## config.mk

```make
export PLATFORM = sky130hd
export DESIGN_NAME = uart_rx_fifo_feeder
export DESIGN_NICKNAME = d
export VERILOG_FILES = /design/src/rtl/uart_rx_fifo_feeder.sv
export SDC_FILE = /design/constraint.sdc
export NUM_CORES = 1
export LEC_CHECK = 0
export CAP_MARGIN = 5
export CORE_ASPECT_RATIO = 0.8
export CORE_MARGIN = 8
export CORE_UTILIZATION = 53
export DETAILED_ROUTE_END_ITERATION = 10
export MAX_ROUTING_LAYER = met4
export PLACE_DENSITY_LB_ADDON = 0.05
export SLEW_MARGIN = 10
export SYNTH_ARGS = -nofsm -noshare
export SYNTH_HDL_FRONTEND = slang
export SYNTH_SLANG_ARGS = --single-unit
export TNS_END_PERCENT = 10
```

## constraint.sdc

```tcl
create_clock -name wr_clk -period 2.15 [get_ports wr_clk]
set_clock_uncertainty 0.2 [all_clocks]
set_input_delay 0.43 -clock wr_clk [delete_from_list [all_inputs] [get_ports wr_clk]]
set_output_delay 0.43 -clock wr_clk [all_outputs]
set_load 0.01 [all_outputs]
```

## src/rtl/uart_rx_fifo_feeder.sv

```systemverilog
// uart_rx_fifo_feeder: oversampling 8N1 receiver feeding a FIFO through a one-entry holding register.
// Flags framing errors and overruns caused by FIFO back-pressure.
module uart_rx_fifo_feeder #(
    parameter int CLKS_PER_BIT = 16
) (
    input  logic       wr_clk,
    input  logic       reset_n,
    input  logic       rx,
    input  logic       fifo_full,
    output logic       wr,
    output logic [7:0] data_out,
    output logic       frame_err,
    output logic       overrun,
    output logic       busy
);
    localparam int CW = $clog2(CLKS_PER_BIT);
    localparam logic [CW-1:0] FULL_M1 = CW'(CLKS_PER_BIT - 1);
    localparam logic [CW-1:0] HALF_M1 = CW'(CLKS_PER_BIT / 2 - 1);

    typedef enum logic [2:0] {IDLE, START, DATA, STOP, WAIT_IDLE} state_t;

    state_t        r_state, w_state_nxt;
    logic [1:0]    r_sync;
    logic [CW-1:0] r_cnt, w_cnt_nxt;
    logic [2:0]    r_bit, w_bit_nxt;
    logic [7:0]    r_shift, w_shift_nxt, r_hold;
    logic          r_pend, r_frame_err, r_overrun;
    logic          w_rx_s, w_tick, w_good, w_ferr, w_wr;

    assign w_rx_s    = r_sync[1];
    assign w_wr      = r_pend & ~fifo_full;
    assign wr        = w_wr;
    assign data_out  = r_hold;
    assign frame_err = r_frame_err;
    assign overrun   = r_overrun;
    assign busy      = r_state != IDLE;

    always_comb begin
        w_state_nxt = r_state;
        w_bit_nxt   = r_bit;
        w_shift_nxt = r_shift;
        w_good      = 1'b0;
        w_ferr      = 1'b0;
        w_tick      = (r_state == START) ? (r_cnt == HALF_M1) : (r_cnt == FULL_M1);
        case (r_state)
            IDLE: if (!w_rx_s) w_state_nxt = START;
            START: if (w_tick) begin
                w_state_nxt = w_rx_s ? IDLE : DATA;
                w_bit_nxt   = 3'd0;
            end
            DATA: if (w_tick) begin
                w_shift_nxt = {w_rx_s, r_shift[7:1]};
                w_bit_nxt   = r_bit + 3'd1;
                if (r_bit == 3'd7) w_state_nxt = STOP;
            end
            STOP: if (w_tick) begin
                w_good      = w_rx_s;
                w_ferr      = ~w_rx_s;
                w_state_nxt = w_rx_s ? IDLE : WAIT_IDLE;
            end
            WAIT_IDLE: if (w_rx_s) w_state_nxt = IDLE;
            default: w_state_nxt = IDLE;
        endcase
        // Counter only runs while timing a bit; every sample or state change restarts it.
        w_cnt_nxt = (w_state_nxt != r_state || w_tick || r_state == IDLE || r_state == WAIT_IDLE)
                    ? '0 : r_cnt + 1'b1;
    end

    always_ff @(posedge wr_clk or negedge reset_n) begin
        if (!reset_n) begin
            r_sync      <= 2'b11;
            r_state     <= IDLE;
            r_cnt       <= '0;
            r_bit       <= 3'd0;
            r_shift     <= 8'h00;
            r_hold      <= 8'h00;
            r_pend      <= 1'b0;
            r_frame_err <= 1'b0;
            r_overrun   <= 1'b0;
        end else begin
            r_sync      <= {r_sync[0], rx};
            r_state     <= w_state_nxt;
            r_cnt       <= w_cnt_nxt;
            r_bit       <= w_bit_nxt;
            r_shift     <= w_shift_nxt;
            r_frame_err <= w_ferr;
            r_overrun   <= w_good & r_pend & ~w_wr;
            // A write in the same cycle frees the holding register for the new byte.
            if (w_good && (!r_pend || w_wr)) begin
                r_hold <= r_shift;
                r_pend <= 1'b1;
            end else if (w_wr) begin
                r_pend <= 1'b0;
            end
        end
    end
endmodule

```

==> results.py, run 1 <==
metrics = {
    "logic_synthesis": {
        "ys_types": 33,
        "yosysWarnings": 0,
        "synthAdderAreaFrac_pct": 2.801,
        "synth_cells": 97,
        "syn_nets": 104,
        "synthMuxAreaShare_pct": 16.53,
        "netlist.top_cell.by_area": "dfrtp_1",
        "async_flop_share_pct": 100.0,
        "synth_edf_count": 0,
        "synth_compound_area_share_pct": 5.042,
        "synth_ff_type": "dfrtp_1",
        "yosys.area_share.simple_pct": 12.14,
        "synth_top_cell_area_share_pct": 54.15,
        "synth_xor_area_share_pct": 1.961,
        "synth_top_family_by_area": "multiplexers",
        "synth-seq-cells": 31,
        "synth_area_leaders": "dfrtp_1 (54%), mux2_4 (9.0%), mux2_2 (7.6%)",
        "ys_seq_area_share_pct": 58.08,
        "avgSynthCellArea_sq_um": 13.81,
        "synth_area_sq_um": 1340,
    },
    "route": {
        "avgRoutedWirePerCell_um": 14.10,
        "first_iter_violations": 25,
        "drcViolationCount": 0,
        "wirelength_um": 2200,
        "dr_total_vias": 788,
        "detail_route.vias_per_cell": 5.051,
        "antenna_left": 0,
        "dr.pass1.iters": 4,
    },
    "cts": {
        "clk_latency_ps": 330,
        "htreeDepth": 2,
        "numCtsBuffers": 5,
        "cts_root_buffer": "clkbuf_4",
        "hold_buffers": 0,
        "clock_sink_count": 31,
        "path_clk_slew_ps": 90,
        "cts_tree": "built",
        "clk_path_buf_depth": 2,
    },
    "setup_path": {
        "crit_fanout": 2,
        "crit_required_ps": 1520,
        "r2r_slack_ps": 300,
        "endpoint_kind": "output port",
        "worstSetupPathType": "flip-flop to output port",
        "cp-start-kind": "flip-flop",
        "critical_path_arrival_ps": 1330,
    },
    "power_and_ir_drop": {
        "p_per_area_nw_per_um2": 875.5,
        "max-vdd-ir-drop_mv": 0.5100,
        "leakagePower_uw": 0.0007715,
    },
    "timing": {
        "rsz0062_at_grt": "no",
        "worstMarginPinSlew_ps": 410.0,
        "slew_violations": 0,
        "fin_tns_setup_ps": 0,
        "timing.final.crit_share_pct": 91.37,
        "setup_viol": 0,
        "fmax_mhz": 509.0,
        "hold_violations": 0,
        "period_needed_ps": 1964,
        "maxSlewHeadroom_pct": 72.67,
    },
    "floorplanning": {
        "die_area_sq_um": 4403,
        "num_rows": 16,
        "initial_core_util_pct": 55.32,
        "core-area_sq_um": 2422,
        "die_height_um": 60.98,
        "die-width_um": 72.22,
        "pin_count": 16,
    },
    "place": {
        "place_congestion": 0.8111,
        "io_buffers": 15,
        "dp_hpwl_um": 1517,
    },
    "global_routing": {
        "grt_overflow_total": 0,
        "grt.total_usage_pct": 11.94,
        "antenna_found_initial": 0,
        "grt_pass1_wl_um": 3788,
        "grt_pass1_vias": 777,
        "grt_max_degree": 32,
    },
    "worst_hold_path": {
        "min_path_type": "flip-flop to flip-flop",
    },
    "final_layout": {
        "n_antenna_cell": 0,
        "area_growth_pct": 18.77,
        "drive_above_1_share_pct": 28.33,
        "fin_nets": 126,
        "layout_commonest_cell": "dfrtp_1",
        "post-route-util_pct": 65.70,
        "most-common-layout-cells": "dfrtp_1 (29), clkdlybuf4s50_1 (13), mux2_2 (9), nor2_1 (8), mux2_4 (8)",
    },
    "outcome": {
        "status": "finished, final reports clean",
    },
    "job": {
        "drv_cap": 0,
    },
}
==> routing by layer <==
layer / part of all wire [%] / global-route usage, % / vias to the layer above / routed length (um)
met5: 0 / - / - / 0
met3: 7.0 / 5.446 / 4 / 154
met4: 1.9 / 6.087 / 0 / 42
li1: - / - / 392 / -
met1: 51 / 14.95 / 371 / 1122
met2: 40 / 15.66 / 21 / 880
==> flip-flops by register name, summed over array words and instances (netlist names) <==
register and count:
data_out 8, r_bit 3, r_sync 2, overrun 1, frame_err 1, r_shift 8, r_pend 1, r_cnt 4
r_state 3
==> cell usage after synthesis, types with 2 or more instances <==
master / number
dfrtp_1: 29
mux2_2: 9
mux2_4: 8
nor2_1: 8
nand2_1: 4
ha_1: 3
inv_1: 3
a22o_1: 2
a311oi_1: 2
buf_6: 2
dfstp_2: 2
nand3_1: 2
or3_1: 2
xor2_1: 2
==> worst max-delay path, cell delays in order, from the launching register on <==
cell and delay, ps:
dfrtp_1 380, or3_1 350, dlygate4sd2_1 290
==> timing repair <==
item / CTS / global route
resized for setup: 1 / 1
setup endpoints to repair: 1 / 1
setup buffers: 1 / 0
==> area by class of cell <==
class	instances	area, sq um
Tap cell	36	45.04
Fill cell	194	830.8
Clock buffer	7	55.05
Clock inverter	1	5.005
Timing Repair Buffer	19	181.4
Multi-Input combinational cell	59	515.5
Inverter	3	11.26
Sequential cell	31	778.2
==> logic make-up after synthesis <==
| group | after synthesis |
|---|---|
| flip-flops | 31 |
| XOR/XNOR | 3 |
| AND/OR/NAND/NOR | 27 |
| adder cells (fa/ha/maj) | 3 |
| buffers and inverters | 7 |
| AO/OA/AOI/OAI | 9 |
| multiplexers | 17 |
==> power by group <==
group          internal [uW]  switching, uW  total, uW  leakage [uW]
logic                    154            177        331      0.000324
registers                657           60.0        717      0.000412
clock network            158            188        346     0.0000353
==> path summary, 6_finish.rpt <==
path	start	end	cells after the start
worst max-delay path	r_state[2]	busy	2
worst min-delay path	r_sync[0]	r_sync[1]	0
worst max register to register	r_cnt[0]	r_shift[6]	4
worst min register to register	r_sync[0]	r_sync[1]	0
max in group asynchronous	reset_n	r_sync[1]	2
min in group asynchronous	reset_n	r_pend	2
==> stage by stage <==
stage	hold WS, ps	total power, uW	worst slack (ps)	cell area, sq um	cells
final	165.6	1393	185.5	1592	156
after global routing	169.9	1479	124.2	1592	156
after CTS	170.1	1405	10.01	1589	156
after detailed placement	147.5	1059	17.05	1523	147
after global placement	146.4	1041	23.25	1523	147
after floorplan	-65.59	986.1	451.0	1340	97
Power figures use the tool's default switching activity.
==> run 2: changes to the inputs <==
--- a/config.mk
+++ b/config.mk
@@ -7,7 +7,7 @@
 export LEC_CHECK = 0
 export CAP_MARGIN = 5
 export CORE_ASPECT_RATIO = 0.8
-export CORE_MARGIN = 8
+export CORE_MARGIN = 2
 export CORE_UTILIZATION = 53
 export DETAILED_ROUTE_END_ITERATION = 10
 export MAX_ROUTING_LAYER = met4
==> run 2 against run 1 <==
Net effect:
- non-clock buffer count unchanged
- clock power about the same
- flip-flop and latch count unchanged
- power grew 0.43%
- hold slack got worse by 4.4 ps
- final cell count unchanged
- sequential share of layout area unchanged
- global-route usage grew 6.8 points
- via count up 2.3%
==> results.py, run 2 (same netlist as run 1, synthesis figures left out) <==
metrics = {
    "timing": {
        "maxSlewHeadroom_pct": 72.13,
        "worstMarginPinSlew_ps": 418.1,
        "fin_ws_ps": 173.2,
        "fmax_mhz": 505.9,
        "period_needed_ps": 1977,
        "slew_violations": 0,
        "rsz0062_at_grt": "no",
        "fin_tns_setup_ps": 0,
        "timing.final.crit_share_pct": 91.94,
        "setup_viol": 0,
        "hold_violations": 0,
    },
    "place": {
        "pre_cts_slack_ps": 20.64,
        "place_congestion": 0.8649,
        "dp_hpwl_um": 1521,
        "dpl_cell_area_sq_um": 1523,
        "io_buffers": 15,
    },
    "route": {
        "dr.pass1.iters": 4,
        "wirelength_um": 2173,
        "drcViolationCount": 0,
        "antenna_left": 0,
        "dr_total_vias": 806,
        "avgRoutedWirePerCell_um": 13.93,
        "first_iter_violations": 22,
        "detail_route.vias_per_cell": 5.167,
    },
    "outcome": {
        "status": "finished, final reports clean",
    },
    "floorplanning": {
        "num_rows": 16,
        "die-width_um": 60.22,
        "die_area_sq_um": 2949,
        "die_height_um": 48.98,
        "pin_count": 16,
        "core-area_sq_um": 2422,
        "initial_core_util_pct": 55.32,
    },
    "setup_path": {
        "crit_fanout": 2,
        "crit_required_ps": 1520,
        "critical_path_arrival_ps": 1350,
        "endpoint_kind": "output port",
        "worstSetupPathType": "flip-flop to output port",
        "cp-start-kind": "flip-flop",
    },
    "cts": {
        "path_clk_slew_ps": 90,
        "cts_tree": "built",
        "numCtsBuffers": 5,
        "htreeDepth": 2,
        "clock_sink_count": 31,
        "hold_buffers": 0,
        "clk_latency_ps": 320,
        "clk_path_buf_depth": 2,
        "cts_root_buffer": "clkbuf_4",
    },
    "power_and_ir_drop": {
        "max-vdd-ir-drop_mv": 0.5340,
        "p_per_area_nw_per_um2": 879.2,
        "leakagePower_uw": 0.0007715,
        "fin_total_pwr_uw": 1399,
    },
    "worst_hold_path": {
        "min_path_type": "flip-flop to flip-flop",
    },
    "global_routing": {
        "antenna_found_initial": 0,
        "grt_overflow_total": 0,
        "grt_max_degree": 32,
        "grt_pass1_wl_um": 3857,
        "grt_pass1_vias": 848,
        "grt.total_usage_pct": 18.70,
    },
    "final_layout": {
        "most-common-layout-cells": "dfrtp_1 (29), clkdlybuf4s50_1 (13), mux2_2 (9), nor2_1 (8), mux2_4 (8)",
        "fill_cells": 181,
        "regArea_sq_um": 778.2,
        "drive_above_1_share_pct": 28.33,
        "finalInstanceArea_sq_um": 1592,
        "layout_commonest_cell": "dfrtp_1",
        "multi_input_area_sq_um": 515.5,
        "fin_nets": 126,
        "n_antenna_cell": 0,
        "area_growth_pct": 18.77,
    },
    "job": {
        "drv_cap": 0,
    },
}
run 2: repair_timing:
action	in CTS	in global routing
resized for setup	1	1
buffers inserted	1	0
endpoints found under the setup margin	1	1
run 2: worst paths after layout:
check | from | endpoint | slack [ps] | cells after the start
setup reg to reg | r_cnt[0] | r_shift[6] | 330 | 4
hold reg to reg | r_sync[0] | r_sync[1] | 160 | 0
min in group asynchronous | reset_n | r_pend | 290 | 2
hold / removal | r_sync[0] | r_sync[1] | 160 | 0
max in group asynchronous | reset_n | r_sync[0] | 1140 | 2
setup / recovery | r_state[2] | busy | 170 | 2
run 2: report_power, final:
group | switching (uW) | total (uW) | internal (uW)
Clock | 189 | 348 | 158
Sequential | 60.5 | 717 | 657
Combinational | 180 | 335 | 154
run 2: layer usage:
metal | vias up | wire length [um] | track usage (%)
met2 | 16 | 964 | 26.27
li1 | 390 | - | -
met4 | 0 | 45 | 8.889
met5 | - | 0 | -
met1 | 394 | 1074 | 24.73
met3 | 6 | 89 | 5.570
run 2: critical path, stage by stage (launching register included):
cell and delay [ps]:
dfrtp_1 390, or3_1 350, dlygate4sd2_1 290
run 2: final cells by class:
class	instances	area share (%)
Timing Repair Buffer	19	11.40
Multi-Input combinational cell	59	32.39
Sequential cell	31	48.90
Inverter	3	0.7075
Clock inverter	1	0.3145
Clock buffer	7	3.459
Tap cell	36	2.830
run 2: metrics by stage:
stage	util (%)	instances	hold WS, ps
6_report	65.70	156	161.2
4_1_cts	65.60	156	163.0
5_1_grt	65.70	156	165.7
3_3_place_gp	62.86	147	146.4
2_1_floorplan	-	97	-65.59
3_5_place_dp	62.86	147	149.5
==> run 3: changes to the inputs <==
--- a/config.mk
+++ b/config.mk
@@ -6,9 +6,10 @@
 export NUM_CORES = 1
 export LEC_CHECK = 0
 export CAP_MARGIN = 5
+export CELL_PAD_IN_SITES_DETAIL_PLACEMENT = 1
+export CELL_PAD_IN_SITES_GLOBAL_PLACEMENT = 1
 export CORE_ASPECT_RATIO = 0.8
-export CORE_MARGIN = 2
-export CORE_UTILIZATION = 53
+export CORE_UTILIZATION = 44
 export DETAILED_ROUTE_END_ITERATION = 10
 export MAX_ROUTING_LAYER = met4
 export PLACE_DENSITY_LB_ADDON = 0.05
==> run 3 against run 2 <==
Net effect:
- global-route usage up 0.34 points
- non-clock buffer count did not move
- sequential share of layout area shrank 1.4 points
- combinational power barely moved
- via count increased by 0.74%
- hold slack worse by 8.1 ps
- flip-flop and latch count did not move
- power is 11% higher
- first-iteration DRC count increased by 45%
- cell area rose by 2.9%
==> results.py, run 3 (same netlist as run 1, synthesis figures left out) <==
metrics = {
    "final_layout": {
        "most-common-layout-cells": "dfrtp_1 (29), clkdlybuf4s50_1 (13), mux2_2 (9), nor2_1 (8), mux2_4 (8)",
        "layout_commonest_cell": "dfrtp_1",
        "n_antenna_cell": 0,
        "regArea_sq_um": 778.2,
        "fill_cells": 290,
        "area_growth_pct": 22.22,
        "finalInstanceArea_sq_um": 1638,
        "fin_nets": 126,
        "multi_input_area_sq_um": 515.5,
        "drive_above_1_share_pct": 28.33,
    },
    "timing": {
        "holdWs_ps": 153.0,
        "hold_violations": 0,
        "fin_tns_setup_ps": 0,
        "fin_ws_ps": 294.2,
        "worstMarginPinSlew_ps": 375.0,
        "fmax_mhz": 538.9,
        "rsz0062_at_grt": "no",
        "maxSlewHeadroom_pct": 74.74,
        "timing.final.crit_share_pct": 86.32,
        "period_needed_ps": 1856,
        "setup_viol": 0,
        "slew_violations": 0,
    },
    "cts": {
        "numCtsBuffers": 5,
        "hold_buffers": 0,
        "clk_path_buf_depth": 2,
        "clk_latency_ps": 280,
        "htreeDepth": 2,
        "cts_tree": "built",
        "path_clk_slew_ps": 60,
        "clock_sink_count": 31,
        "cts_root_buffer": "clkbuf_8",
    },
    "global_routing": {
        "antenna_found_initial": 0,
        "grt_pass1_wl_um": 4264,
        "grt.total_usage_pct": 19.04,
        "grt_pass1_vias": 858,
        "grt_overflow_total": 0,
        "grt_max_degree": 32,
    },
    "setup_path": {
        "cp-start-kind": "flip-flop",
        "worstSetupPathType": "flip-flop to flip-flop",
        "critical_path_arrival_ps": 1820,
        "endpoint_kind": "flip-flop",
        "crit_required_ps": 2110,
        "crit_fanout": 5,
        "r2r_cells": 4,
    },
    "route": {
        "wirelength_um": 2442,
        "drcViolationCount": 0,
        "dr_total_vias": 812,
        "avgRoutedWirePerCell_um": 15.46,
        "antenna_left": 0,
        "dr.pass1.iters": 4,
        "first_iter_violations": 32,
        "detail_route.vias_per_cell": 5.139,
    },
    "job": {
        "drv_cap": 0,
    },
    "power_and_ir_drop": {
        "p_clk_share_pct": 31.8,
        "p_per_area_nw_per_um2": 946.1,
        "pwr-share-comb_pct": 21.7,
        "p_int_uw": 1106,
        "max-vdd-ir-drop_mv": 0.7106,
        "p_sw_uw": 443.8,
        "sw_frac_of_total_pct": 28.64,
        "sequentialPowerShare_pct": 46.5,
        "leakagePower_uw": 0.0007903,
    },
    "place": {
        "pre_cts_slack_ps": 15.82,
        "io_buffers": 15,
        "dp_hpwl_um": 1643,
        "place_congestion": 0.7418,
        "dpl_cell_area_sq_um": 1525,
    },
    "worst_hold_path": {
        "min_path_cells": 0,
        "min_path_type": "flip-flop to flip-flop",
    },
    "outcome": {
        "status": "finished, final reports clean",
    },
    "floorplanning": {
        "die_area_sq_um": 3272,
        "initial_core_util_pct": 47.37,
        "die_height_um": 51.36,
        "num_rows": 17,
        "die-width_um": 63.70,
        "core-area_sq_um": 2829,
        "pin_count": 16,
    },
}
## run 3: cell type report
type	count	area share [%]
Timing Repair Buffer	19	11.31
Inverter	3	0.6875
Clock buffer	8	6.112
Sequential cell	31	47.52
Multi-Input combinational cell	59	31.47
Tap cell	38	2.903
## run 3: final timing paths
kind	slack (ps)	to	start
worst max-delay path	290	r_shift[6]	r_cnt[0]
worst min-delay path	150	r_sync[1]	r_sync[0]
worst max register to register	290	r_shift[6]	r_cnt[0]
worst min register to register	150	r_sync[1]	r_sync[0]
max in group asynchronous	1090	r_sync[0]	reset_n
min in group asynchronous	340	r_state[0]	reset_n
## run 3: critical path: stages (launching register included)
cell	delay (ps)
dfrtp_1	370
ha_1	240
and2_0	300
and3_1	280
mux2_2	350
## run 3: what timing repair did
item | CTS | global route
resized for setup | 0 | 2
endpoints found under the setup margin | 1 | 2
setup buffers | 1 | 0
## run 3: metrics by stage
stage	cells	util [%]	power (uW)
2_1_floorplan	97	-	986.1
3_3_place_gp	149	53.91	1045
3_5_place_dp	149	53.91	1069
4_1_cts	158	57.72	1575
5_1_grt	158	57.89	1663
6_report	158	57.89	1549
## run 3: per-layer routing
metal / up-vias / GRT usage [%] / wire length, um
met5: - / - / 0
met2: 16 / 27.48 / 1148
met1: 405 / 23.92 / 1167
met3: 5 / 6.696 / 86
li1: 386 / - / -
met4: 0 / 9.091 / 40
## run 3: power groups by stage
stage	clock [uW]	sequential [uW]	combinational, uW
finish	493	721	336
global route	537	734	392
CTS	511	722	342
detailed placement	0	733	336
global placement	0	726	319
floorplan	0	706	280
==> RTL change 1: new RTL, settings of run 1 <==
Register the input `rx` before use. The logic sees it one clock later. The other inputs are not delayed to match.
--- a/src/rtl/uart_rx_fifo_feeder.sv
+++ b/src/rtl/uart_rx_fifo_feeder.sv
@@ -19,4 +19,10 @@
 
     typedef enum logic [2:0] {IDLE, START, DATA, STOP, WAIT_IDLE} state_t;
+
+    logic rx_q;
+
+    always_ff @(posedge wr_clk) begin
+        rx_q <= rx;
+    end
 
     state_t        r_state, w_state_nxt;
@@ -79,5 +85,5 @@
             r_overrun   <= 1'b0;
         end else begin
-            r_sync      <= {r_sync[0], rx};
+            r_sync      <= {r_sync[0], rx_q};
             r_state     <= w_state_nxt;
             r_cnt       <= w_cnt_nxt;
Function: changed (Yosys sat finds a counterexample within 4 cycles, from zero or initial values and one cycle with reset_n low).
==> RTL change 1 against run 1 <==
- fmax shrank 4.0%
- count of clock-buffer cells in the layout grew 1
- sequential cell count grew 1
- total power shrank 5.4%
- register-to-register slack lost 0.14 ns
- synthesized area grew 1.2%
- worst setup slack lost 0.081 ns
- critical path depth grew 1
- final area grew 2.7%
- routed wire length shrank 3.5%
- largest power group unchanged
==> RTL change 1: results (changes against run 1) <==
stage	metric	value	unit	change
run_status	status	completed		
route	M1 wire length	1.03	mm	-7.9%
place	port buffer count	15		unchanged
timing	fin crit period	2.05	ns	+0.0809 ns
global_route	first-pass GRT wire length	3.61	mm	-4.8%
power_and_ir_drop	Switching Fraction	0.278		-0.0264
yosys	Synth Area in Adders	0.0277		-0.000336
yosys	Mapped Cells	100		+3.1%
finish	NumNets Final	129		+2.4%
finish	layout cells sized above 1	0.301		+0.0175
global_route	met3 global-route usage	0.0472		-0.00730
finish	non-clock buffer count	21		+2
route	WL final	2.12	mm	-3.5%
route	via count	828		+5.1%
yosys	post-synthesis mux area share	0.161		-0.00475
yosys	Post-Synth XOR/XNOR Area	0.0194		-0.000235
power_and_ir_drop	Worst VDD drop	0.000482	V	-5.6%
finish	final core utilization	0.669		+0.0120
power_and_ir_drop	Comb power frac	0.191		-0.046
global_route	met2 Track Usage GR	0.146		-0.0103
yosys	post-synthesis async set-or-reset flop share	0.969		-0.0313
finish	#MultiIn Comb	60		+1.7%
finish	non-clk buf share	0.129		+0.0146
setup_path	CP Max Fanout	3		+1
setup_path	critical path arrival	1.42	ns	+0.09 ns
finish	Clock buf/inv share	0.0360		-0.00175
global_route	vias in the first global route	800		+3.0%
power_and_ir_drop	Pleak	0.791	nW	+2.6%
place	Setup WS pre-CTS	0.0267	ns	+0.00966 ns
route	Vias/cell	5.21		+3.1%
global_route	global-route usage over all layers	0.112		-0.00781
place	Area after DPL	1540	sq um	+0.90%
finish	Non-CTS inverters	2		-1
yosys	synthesized net count	107		+2.9%
yosys	Post-synth top cells	29 x dfrtp_1, 10 x mux2_2, 7 x mux2_4		
route	metal3 WL	151	um	-1.9%
route	DR iter-0 viols	31		+24%
power_and_ir_drop	switching power	0.367	mW	-14%
route	DR WL met2	894	um	+1.6%
setup_path	CP Launch Point	r_state[1]		
clocking	worst-skew pair later-pin latency	0.32	ns	
finish	# fillers	200		+3.1%
yosys	Synth area leaders	dfrtp_1 54%, mux2_2 8.3%, mux2_4 7.7%		
clocking	CTS resizes	4		+3
finish	Post-Layout Inst Area	1630	sq um	+2.7%
setup_path	worst r2r dst	r_shift[5]		
finish	Seq area share	0.491		+0.00182
timing	Worst Tran Pin Value	0.461	ns	+0.0512 ns
finish	clock buffer count	8		+1
global_route	GR Util met1	0.139		-0.0109
finish	Multi-input gate area	510	sq um	-0.97%
place	Post-DP HPWL	1.43	mm	-5.7%
clocking	Post-CTS Setup Inserts	2		+1
setup_path	reg2reg setup slack	0.16	ns	-0.14 ns
power_and_ir_drop	Clk network pwr share	0.266		+0.018
yosys	Synth Area in Compound Gates	0.0507		+0.000318
RTL change 1: worst min path at each step:
stage | slack, ns | to | start | cells after the start
2_1_floorplan | -0.07 | data_out[0] | reset_n | 0
3_3_place_gp | 0.08 | r_sync[0] | rx_q | 0
3_5_place_dp | 0.09 | r_sync[0] | rx_q | 0
4_1_cts | 0.10 | r_sync[0] | rx_q | 0
5_1_grt | 0.11 | r_sync[0] | rx_q | 0
6_report | 0.1 | r_sync[0] | rx_q | 0
RTL change 1: critical path: stages (launching register included):
cell and delay [ns]:
dfrtp_2 0.42, nor2_2 0.14, nand2_1 0.07, clkdlybuf4s50_1 0.47
RTL change 1: cell families after synthesis:
kind of cell             Yosys count
flip-flops                        32
XOR/XNOR                           3
AND/OR/NAND/NOR                   28
multiplexers                      17
adder cells (fa/ha/maj)            3
buffers and inverters              8
AO/OA/AOI/OAI                      9
==> RTL change 2: new RTL, settings of run 1 <==
Made on the original files. The parameter `CLKS_PER_BIT` goes from 16 to 32.
--- a/src/rtl/uart_rx_fifo_feeder.sv
+++ b/src/rtl/uart_rx_fifo_feeder.sv
@@ -2,5 +2,5 @@
 // Flags framing errors and overruns caused by FIFO back-pressure.
 module uart_rx_fifo_feeder #(
-    parameter int CLKS_PER_BIT = 16
+    parameter int CLKS_PER_BIT = 32
 ) (
     input  logic       wr_clk,
Function: no difference found for any inputs over 10 cycles, from zero or initial values and one cycle with reset_n low; that may be too few to reach the edited logic, so the function may still have changed.
==> RTL change 2 against run 1 <==
- sequential cell count is 1 higher
- combinational power is 38% lower
- synthesized area is 7.2% higher
- total power is 7.4% lower
- critical path type unchanged
- routed wire length is 13% higher
- final area is 7.9% higher
- highest routed layer unchanged
- largest power group unchanged
- worst setup slack worse by 0.074 ns
- clock power is 7.8% higher
==> RTL change 2: results (changes against run 1) <==
stage	metric	value	unit	change
global_route	first-pass GRT wire length	4.35	mm	+15%
finish	Clock buf/inv share	0.0379		+0.000165
finish	NumNets Final	142		+13%
power_and_ir_drop	Switching Fraction	0.283		-0.0221
finish	non-clk buf share	0.112		-0.00175
finish	Finished Layout Cells	173		+11%
route	DR iter-0 viols	33		+32%
global_route	GR Util met1	0.152		+0.00217
yosys	Synth area leaders	dfrtp_1 52%, mux2_2 13%, dfstp_2 3.7%		
setup_path	CP Max Fanout	8		+6
setup_path	reg2reg path depth	5		+1
yosys	Synth Area in Compound Gates	0.0854		+0.0349
run_status	status	completed		
global_route	vias in the first global route	942		+21%
clocking	TritonCTS Sinks	32		+3.2%
yosys	post-synthesis mux area share	0.125		-0.0398
setup_path	worst r2r dst	data_out[3]		
route	WL final	2.48	mm	+13%
setup_path	critical path arrival	1.41	ns	+0.08 ns
power_and_ir_drop	Pleak	0.790	nW	+2.4%
finish	Reg area	805	sq um	+3.4%
yosys	post-synthesis cell type count	39		+18%
global_route	largest net degree at the start of global routing	33		+3.1%
finish	Seq area share	0.469		-0.0203
finish	#MultiIn Comb	72		+22%
setup_path	Crit-path slowest cell	dfrtp_2		
global_route	met3 global-route usage	0.0465		-0.00798
clocking	CTS resizes	3		+2
place	Post-DP HPWL	1.78	mm	+17%
power_and_ir_drop	Worst VDD drop	0.000558	V	+9.4%
yosys	post-synthesis cell area	1440	sq um	+7.2%
timing	fin crit period	2.04	ns	+0.0740 ns
place	routability-driven placement congestion ratio	0.826		+1.9%
yosys	sequential element share of the synthesized area	0.559		-0.0215
finish	non-clock buffer count	21		+2
place	Area after DPL	1650	sq um	+8.5%
global_route	met2 Track Usage GR	0.170		+0.0133
timing	worst relative slew slack	0.742		+0.0155
place	Setup WS pre-CTS	-0.0226	ns	-0.0397 ns
setup_path	biggest cell delay along the critical path	0.46	ns	+0.08 ns
==> RTL change 2: power by group through the flow <==
stage | Combinational [mW] | Sequential (mW) | Clock (mW)
3_5_place_dp | 0.205 | 0.723 | 0
6_report | 0.205 | 0.712 | 0.373
2_1_floorplan | 0.188 | 0.684 | 0
5_1_grt | 0.230 | 0.721 | 0.408
3_3_place_gp | 0.201 | 0.720 | 0
4_1_cts | 0.207 | 0.712 | 0.390
==> RTL change 2: worst min path at each step <==
stage | start | end | slack (ns)
6_report | r_sync[0] | r_sync[1] | 0.16
5_1_grt | r_sync[0] | r_sync[1] | 0.17
4_1_cts | r_sync[0] | r_sync[1] | 0.17
3_5_place_dp | r_sync[0] | r_sync[1] | 0.15
3_3_place_gp | r_sync[0] | r_sync[1] | 0.15
2_1_floorplan | reset_n | data_out[0] | -0.07
==> RTL change 2: routing by layer <==
metal	wire length, um	share of wire
met1	1120	0.45
met2	1120	0.45
met3	164	0.066
met4	74	0.030
met5	0	0
